<file path="config.mk">
export PLATFORM = sky130hd
export DESIGN_NAME = epl_frame_detect
export DESIGN_NICKNAME = d
export VERILOG_FILES = /design/src/rtl/epl_frame_detect.sv
export SDC_FILE = /design/constraint.sdc
export NUM_CORES = 1
export LEC_CHECK = 0
export CELL_PAD_IN_SITES_DETAIL_PLACEMENT = 1
export CELL_PAD_IN_SITES_GLOBAL_PLACEMENT = 2
export CORE_UTILIZATION = 34
export DETAILED_ROUTE_END_ITERATION = 16
export PLACE_DENSITY_LB_ADDON = 0.1
export RECOVER_POWER = 100
export SETUP_SLACK_MARGIN = 0.02
export SYNTH_ARGS = -nofsm -noshare
export SYNTH_HDL_FRONTEND = slang
export SYNTH_SLANG_ARGS = --single-unit
</file>
<file path="constraint.sdc">
create_clock -name clk -period 3.7 [get_ports clk]
set_clock_uncertainty 0.05 [all_clocks]
set_input_delay 0.74 -clock clk [delete_from_list [all_inputs] [get_ports clk]]
set_output_delay 0.74 -clock clk [all_outputs]
set_load 0.05 [all_outputs]
</file>
<file path="src/rtl/epl_frame_detect.sv">
// epl_frame_detect
//   Passive RMII receive-side POWERLINK frame classifier. Finds preamble/SFD,
//   assembles bytes from LSB-first dibits, checks the EtherType, extracts the
//   message type and node IDs, and pulses soc_det one clk after the strobe
//   that samples the last dibit of an SoC message-type byte. It never drives
//   the medium.
//
// Ports
//   clk, rst                 50 MHz clock, synchronous active-high reset
//   fast_eth                 1 = dibit every clk, 0 = dibit every SLOW_DIV clk
//   rm_crs_dv, rm_rx_data    RMII receive pins
//   soc_det, hdr_vld         1-clk pulses: SoC seen / header bytes 14..16 valid
//   is_epl                   EtherType matched, held until next SFD
//   msg_type, dst_node,
//   src_node                 header fields (bytes 14, 15, 16), held
//   frame_done, frame_err    1-clk pulses at end of carrier; error on runt/misalign
//   frame_len                bytes received after SFD (saturating), held
module epl_frame_detect #(
    parameter int          L         = 11,
    parameter logic [15:0] ETHERTYPE = 16'h88AB,
    parameter int          SLOW_DIV  = 10
) (
    input  logic         clk,
    input  logic         rst,
    input  logic         fast_eth,
    input  logic         rm_crs_dv,
    input  logic [1:0]   rm_rx_data,
    output logic         soc_det,
    output logic         hdr_vld,
    output logic         is_epl,
    output logic [6:0]   msg_type,
    output logic [7:0]   dst_node,
    output logic [7:0]   src_node,
    output logic         frame_done,
    output logic [L-1:0] frame_len,
    output logic         frame_err
);

    localparam int DW = $clog2(SLOW_DIV + 1);

    typedef enum logic [1:0] {S_IDLE, S_PRE, S_DATA, S_END} state_t;

    // ---------------- sample strobe ----------------
    // At 10 Mbit the divider is realigned to the carrier rising edge so the
    // strobe lands mid-dibit (count SLOW_DIV/2) for the whole frame.
    logic          crs_q;
    logic [DW-1:0] div_q, div_d, div_cnt;
    logic          strobe;

    always_comb begin
        div_cnt = (rm_crs_dv && !crs_q) ? '0 : div_q;
        div_d   = (div_cnt == DW'(SLOW_DIV - 1)) ? '0 : div_cnt + 1'b1;
        strobe  = fast_eth || (div_cnt == DW'(SLOW_DIV / 2));
    end

    always_ff @(posedge clk) begin
        if (rst) begin
            crs_q <= 1'b0;
            div_q <= '0;
        end else begin
            crs_q <= rm_crs_dv;
            div_q <= div_d;
        end
    end

    // ---------------- frame FSM ----------------
    state_t       state_q;
    logic [7:0]   sh_q;        // byte being assembled
    logic [7:0]   byte_d;      // byte including the current dibit
    logic [1:0]   ph_q;        // dibit phase within byte
    logic [L-1:0] cnt_q;       // completed bytes after SFD
    logic [7:0]   eth_hi_q;    // EtherType MSB (byte 12)
    logic         soc_q, hdr_q, epl_q, done_q, err_q;
    logic [6:0]   msg_q;
    logic [7:0]   dst_q, src_q;
    logic [L-1:0] len_q;

    assign byte_d = {rm_rx_data, sh_q[7:2]};

    always_ff @(posedge clk) begin
        if (rst) begin
            state_q  <= S_IDLE;
            sh_q     <= '0;
            ph_q     <= '0;
            cnt_q    <= '0;
            eth_hi_q <= '0;
            soc_q    <= 1'b0;
            hdr_q    <= 1'b0;
            epl_q    <= 1'b0;
            done_q   <= 1'b0;
            err_q    <= 1'b0;
            msg_q    <= '0;
            dst_q    <= '0;
            src_q    <= '0;
            len_q    <= '0;
        end else begin
            // pulses last exactly one clk
            soc_q  <= 1'b0;
            hdr_q  <= 1'b0;
            done_q <= 1'b0;
            err_q  <= 1'b0;
            if (state_q == S_END) begin
                state_q <= S_IDLE;
            end else if (strobe) begin
                unique case (state_q)
                    S_IDLE: begin
                        if (rm_crs_dv && rm_rx_data == 2'b01) state_q <= S_PRE;
                    end
                    S_PRE: begin
                        if (!rm_crs_dv || rm_rx_data == 2'b10) begin
                            state_q <= S_IDLE;
                        end else if (rm_rx_data == 2'b11) begin
                            // SFD tail: start of a new frame
                            state_q <= S_DATA;
                            cnt_q   <= '0;
                            ph_q    <= '0;
                            epl_q   <= 1'b0;
                            msg_q   <= '0;
                            dst_q   <= '0;
                            src_q   <= '0;
                        end
                        // 2'b01 preamble and 2'b00 false carrier stay in PRE
                    end
                    S_DATA: begin
                        if (!rm_crs_dv) begin
                            state_q <= S_END;
                            done_q  <= 1'b1;
                            len_q   <= cnt_q;
                            err_q   <= (cnt_q < L'(17)) || (ph_q != 2'd0);
                        end else begin
                            sh_q <= byte_d;
                            ph_q <= ph_q + 2'd1;
                            if (ph_q == 2'd3) begin
                                if (cnt_q != '1) cnt_q <= cnt_q + 1'b1;
                                if (cnt_q == L'(12)) eth_hi_q <= byte_d;
                                if (cnt_q == L'(13)) epl_q <= ({eth_hi_q, byte_d} == ETHERTYPE);
                                if (cnt_q == L'(14)) begin
                                    msg_q <= byte_d[6:0];
                                    soc_q <= epl_q && (byte_d[6:0] == 7'h01);
                                end
                                if (cnt_q == L'(15)) dst_q <= byte_d;
                                if (cnt_q == L'(16)) begin
                                    src_q <= byte_d;
                                    hdr_q <= epl_q;
                                end
                            end
                        end
                    end
                    S_END: state_q <= S_IDLE;
                endcase
            end
        end
    end

    assign soc_det    = soc_q;
    assign hdr_vld    = hdr_q;
    assign is_epl     = epl_q;
    assign msg_type   = msg_q;
    assign dst_node   = dst_q;
    assign src_node   = src_q;
    assign frame_done = done_q;
    assign frame_len  = len_q;
    assign frame_err  = err_q;

endmodule

</file>
==> summary.md, run 1 <==
| Metric | Value |
|---|---|
| CTS Buf Count | 9 |
| Reg2reg start | cnt_q[1]$_SDFFE_PP0P_ |
| Top FF cell, synth | dfxtp_1 |
| Largest vdd supply drop | 0.000149 V |
| Die X | about 100 um |
| Worst Setup Start Kind | input port |
| Largest net degree at the start of global routing | between 60 and 70 |
| HPWL after DPL | 6370 um |
| Setup Crit Path Kind | in2reg |
| Status | finished clean |
| All-Layer GR Usage | 18.9% |
| Initial DRC count | approximately 120 |
| Setup WS pre-CTS | approximately 260 ps |
| Setup slack after layout | between 400 and 500 ps |
| Fin util | a little over two fifths |
| Ys Warns | 0 |
| Leakage power | ~1.7 nW |
| DRT Pass-1 Iters | 4 |
| Rows | 36 |
| Die footprint | roughly 0.011 mm2 |
| Yosys cell types | 52 |
| WP data arrival | roughly 3400 ps |
| Port buffer count | between 40 and 50 |
| Initial Util | 35.1% |
| FILL cells | between 1000 and 1500 |
| Via count | between 2000 and 3000 |
| Post-layout min period | approximately 3200 ps |
| Ant. Diodes | 0 |
| Hold Path Cell Cnt | 2 |
| Final antenna-violating net count | 0 |
| IO Count | 45 |
| Hold Crit Class | reg2reg |
| Synth area leader | dfxtp_1 |
| Placed cells | about 550 |
| Vias in the first global route | 2889 |
| Fmax | 309 MHz |
| First-pass GRT wire length | around 15000 um |
| Final worst-path cycle share | ~88% |
| Synth async-reset ratio | 0% |
| WL per Instance | between 15 and 20 um |
| Worst-Margin Slew | around 1400 ps |
| Slew HR | between 4 and 5% |
| Worst-Skew Late Latency | 360 ps |
| Synth Register Bits | 73 |
| CTS max path bufs | 2 |
| Gp weighted congestion | slightly above 0.7 |
| Final nets | around 450 |
| Antenna violations before repair | 0 |
| Met1 usage | around a quarter |
| Final setup violating endpoints | 0 |
| Seq/Total Area, Yosys | a little over two fifths |
| Hold_sp | msg_type[6]$_SDFFE_PP0P_ |
| FF-to-FF End | dst_node[6]$_SDFFE_PP0P_ |
| Unrepaired setup endpoints after global routing | false |
| Max Cap Viol | 0 |
| Clock Root Buffer | clkbuf_8 |
| Crit-path max FO | 8 |
| Final wirelength | a little over 9000 um |
| Post-synth net total | just over 400 |
| CP Capture Type | register |
| Final Non-Filler Cells | between 500 and 600 |
| Worst endpoint required time | between 3000 and 4000 ps |
| GRT busiest layer | met2 |
| Met2 GRT Util | a little under a third |
| Synthesized cell area | around 0.0034 mm2 |
| Die Span Y | roughly 100 um |
| Post-CTS resize count | 0 |
| Area Overhead vs Synth | 21.3% |
| Drt drc | 0 |
| Final Power | around 1.4 mW |
| Final slew viol count | 0 |
| Cts hold-fix bufs | 0 |
| Final hold viol count | 0 |
| Via density | between 5 and 6 |
| Reg2Reg Setup Slack | between 900 and 1000 ps |
| CTS tree | yes |
| Total gr overflow | 0 |
| H-tree levels | 3 |
| Syn Inst Count | ~380 |
| Avg Inst Size Synth | around 9 um2 |
| Layout cells sized above 1 | under 10% |
| Post-CTS setup buffers | 0 |
| Hold Path End | msg_type[6]$_SDFFE_PP0P_ |
| Core area | 0.00982 mm2 |
| Clock tree sinks | 73 |
| GRT met3 Usage | between 4 and 5% |
| Synth area leaders | dfxtp_1 (42%), mux2i_1 (12%), nor2_1 (6.0%) |
| Number of synthesized flops with an enable pin | 0 |
| Clock transition at path regs | about 70 ps |
| Setup TNS | 0 ps |
| Post-synth top area share | between 40% and 50% |
| PD cells | ~330 mW/mm2 |
| Worst r2r path cells | 6 |
==> kinds of logic (layout without fill, tap and decap cells) <==
family | Yosys count | after routing | synth area share, %
and+or+nand+nor | 152 | 152 | 23.0
muxes | 46 | 46 | 13.5
xor gates and xnor gates | 2 | 2 | 0.508
buffers and inverters | 46 | 93 | 5.08
AOI/OAI and AO/OA | 51 | 51 | 10.5
DFF | 73 | 73 | 42.4
adders and majority gates | 14 | 14 | 5.08
==> layout by cell type, fill, tap and decap left out, types with 9 or more instances in the layout <==
| cell | instances |
|---|---|
| nor3_1 | 9 |
| o32ai_1 | 9 |
| nor2_1 | 55 |
| ha_1 | 14 |
| nand3_1 | 23 |
| clkbuf_8 | 9 |
| nand2_1 | 16 |
| dfxtp_1 | 73 |
| a21oi_1 | 10 |
| inv_1 | 22 |
| dlygate4sd3_1 | 40 |
| and2_1 | 9 |
| mux2i_1 | 43 |
==> registers in the layout (all words and copies together), names as in the netlist <==
name,cells
crs_q,1
div_q,4
cnt_q,11
hdr_vld,1
msg_type,7
frame_err,1
frame_done,1
sh_q,6
is_epl,1
frame_len,11
dst_node,8
src_node,8
ph_q,2
eth_hi_q,8
soc_det,1
state_q,2
==> Yosys cell counts (2+ instances only) <==
library cell	number
nor2b_1	3
ha_1	14
and3_1	4
o211ai_1	2
o41ai_1	4
buf_2	2
o21ai_0	7
nand4_1	8
nand4b_1	3
clkbuf_1	22
dfxtp_1	73
nor3_1	9
o21a_1	3
a31oi_1	4
nand3_1	23
mux2i_1	43
nand2_1	16
and2_1	12
nor4_1	2
inv_1	22
o32ai_1	9
a211oi_1	2
a21boi_0	2
or4_1	2
a21oi_1	10
mux2_2	3
nor2_1	55
==> routing by layer <==
layer  wire (um)  part of all wire [%]
met1        4560                    50
met2        4190                    46
met3         275                   3.0
met4         136                   1.5
met5           0                     0
==> worst max-delay path by stage <==
stage / from / to / slack, ps / depth (start not counted)
4_1_cts: rm_crs_dv / dst_node[6]$_SDFFE_PP0P_ / 640 / 10
3_5_place_dp: rm_crs_dv / dst_node[5]$_SDFFE_PP0P_ / 260 / 10
2_1_floorplan: rm_crs_dv / frame_len[0]$_SDFFE_PP0P_ / 770 / 10
3_3_place_gp: rm_crs_dv / dst_node[7]$_SDFFE_PP0P_ / 300 / 10
5_1_grt: rm_crs_dv / eth_hi_q[4]$_SDFFE_PP0P_ / 230 / 10
6_report: rm_crs_dv / dst_node[6]$_SDFFE_PP0P_ / 460 / 9
==> cell type report <==
class	instances	area (um2)	area share (%)
inverters	22	82.6	1.98
multi-input cells	265	1810	43.3
clock buffers	13	139	3.32
clock inverters	3	17.5	0.419
repair buffers	55	503	12.0
well taps	133	166	3.98
flip-flops and latches	73	1460	35.0
==> worst max-delay path, cell delays in order <==
cell	delay, ps
dlygate4sd3_1	550
nand2b_1	110
and2_0	230
ha_1	220
and4b_1	210
o21ai_0	170
or4b_1	830
mux2i_1	250
nor2_1	60
==> stage by stage <==
| stage | hold WS, ps | cell area [um2] |
|---|---|---|
| floorplan | 394 | 3450 |
| global placement | 416 | 4040 |
| detailed placement | 420 | 4040 |
| CTS | 431 | 4200 |
| global route | 468 | 4180 |
| finish | 428 | 4180 |
==> power breakdown <==
part / switching (mW) / internal [mW] / total, mW / leakage [nW]
clock network: 0.292 / 0.242 / 0.534 / 0.0774
registers: 0.00259 / 0.789 / 0.791 / 0.589
logic: 0.0406 / 0.0206 / 0.0611 / 1.03
total: 0.335 / 1.05 / 1.39 / 1.70
(Power assumes the default switching activity.)
==> run 2, diff against run 1 <==
--- a/config.mk
+++ b/config.mk
@@ -5,6 +5,7 @@
 export SDC_FILE = /design/constraint.sdc
 export NUM_CORES = 1
 export LEC_CHECK = 0
+export CAP_MARGIN = 20
 export CELL_PAD_IN_SITES_DETAIL_PLACEMENT = 1
 export CELL_PAD_IN_SITES_GLOBAL_PLACEMENT = 2
 export CORE_UTILIZATION = 34
==> results of run 2 <==
The final DEF is identical to that of run 1; final timing and power are the same.
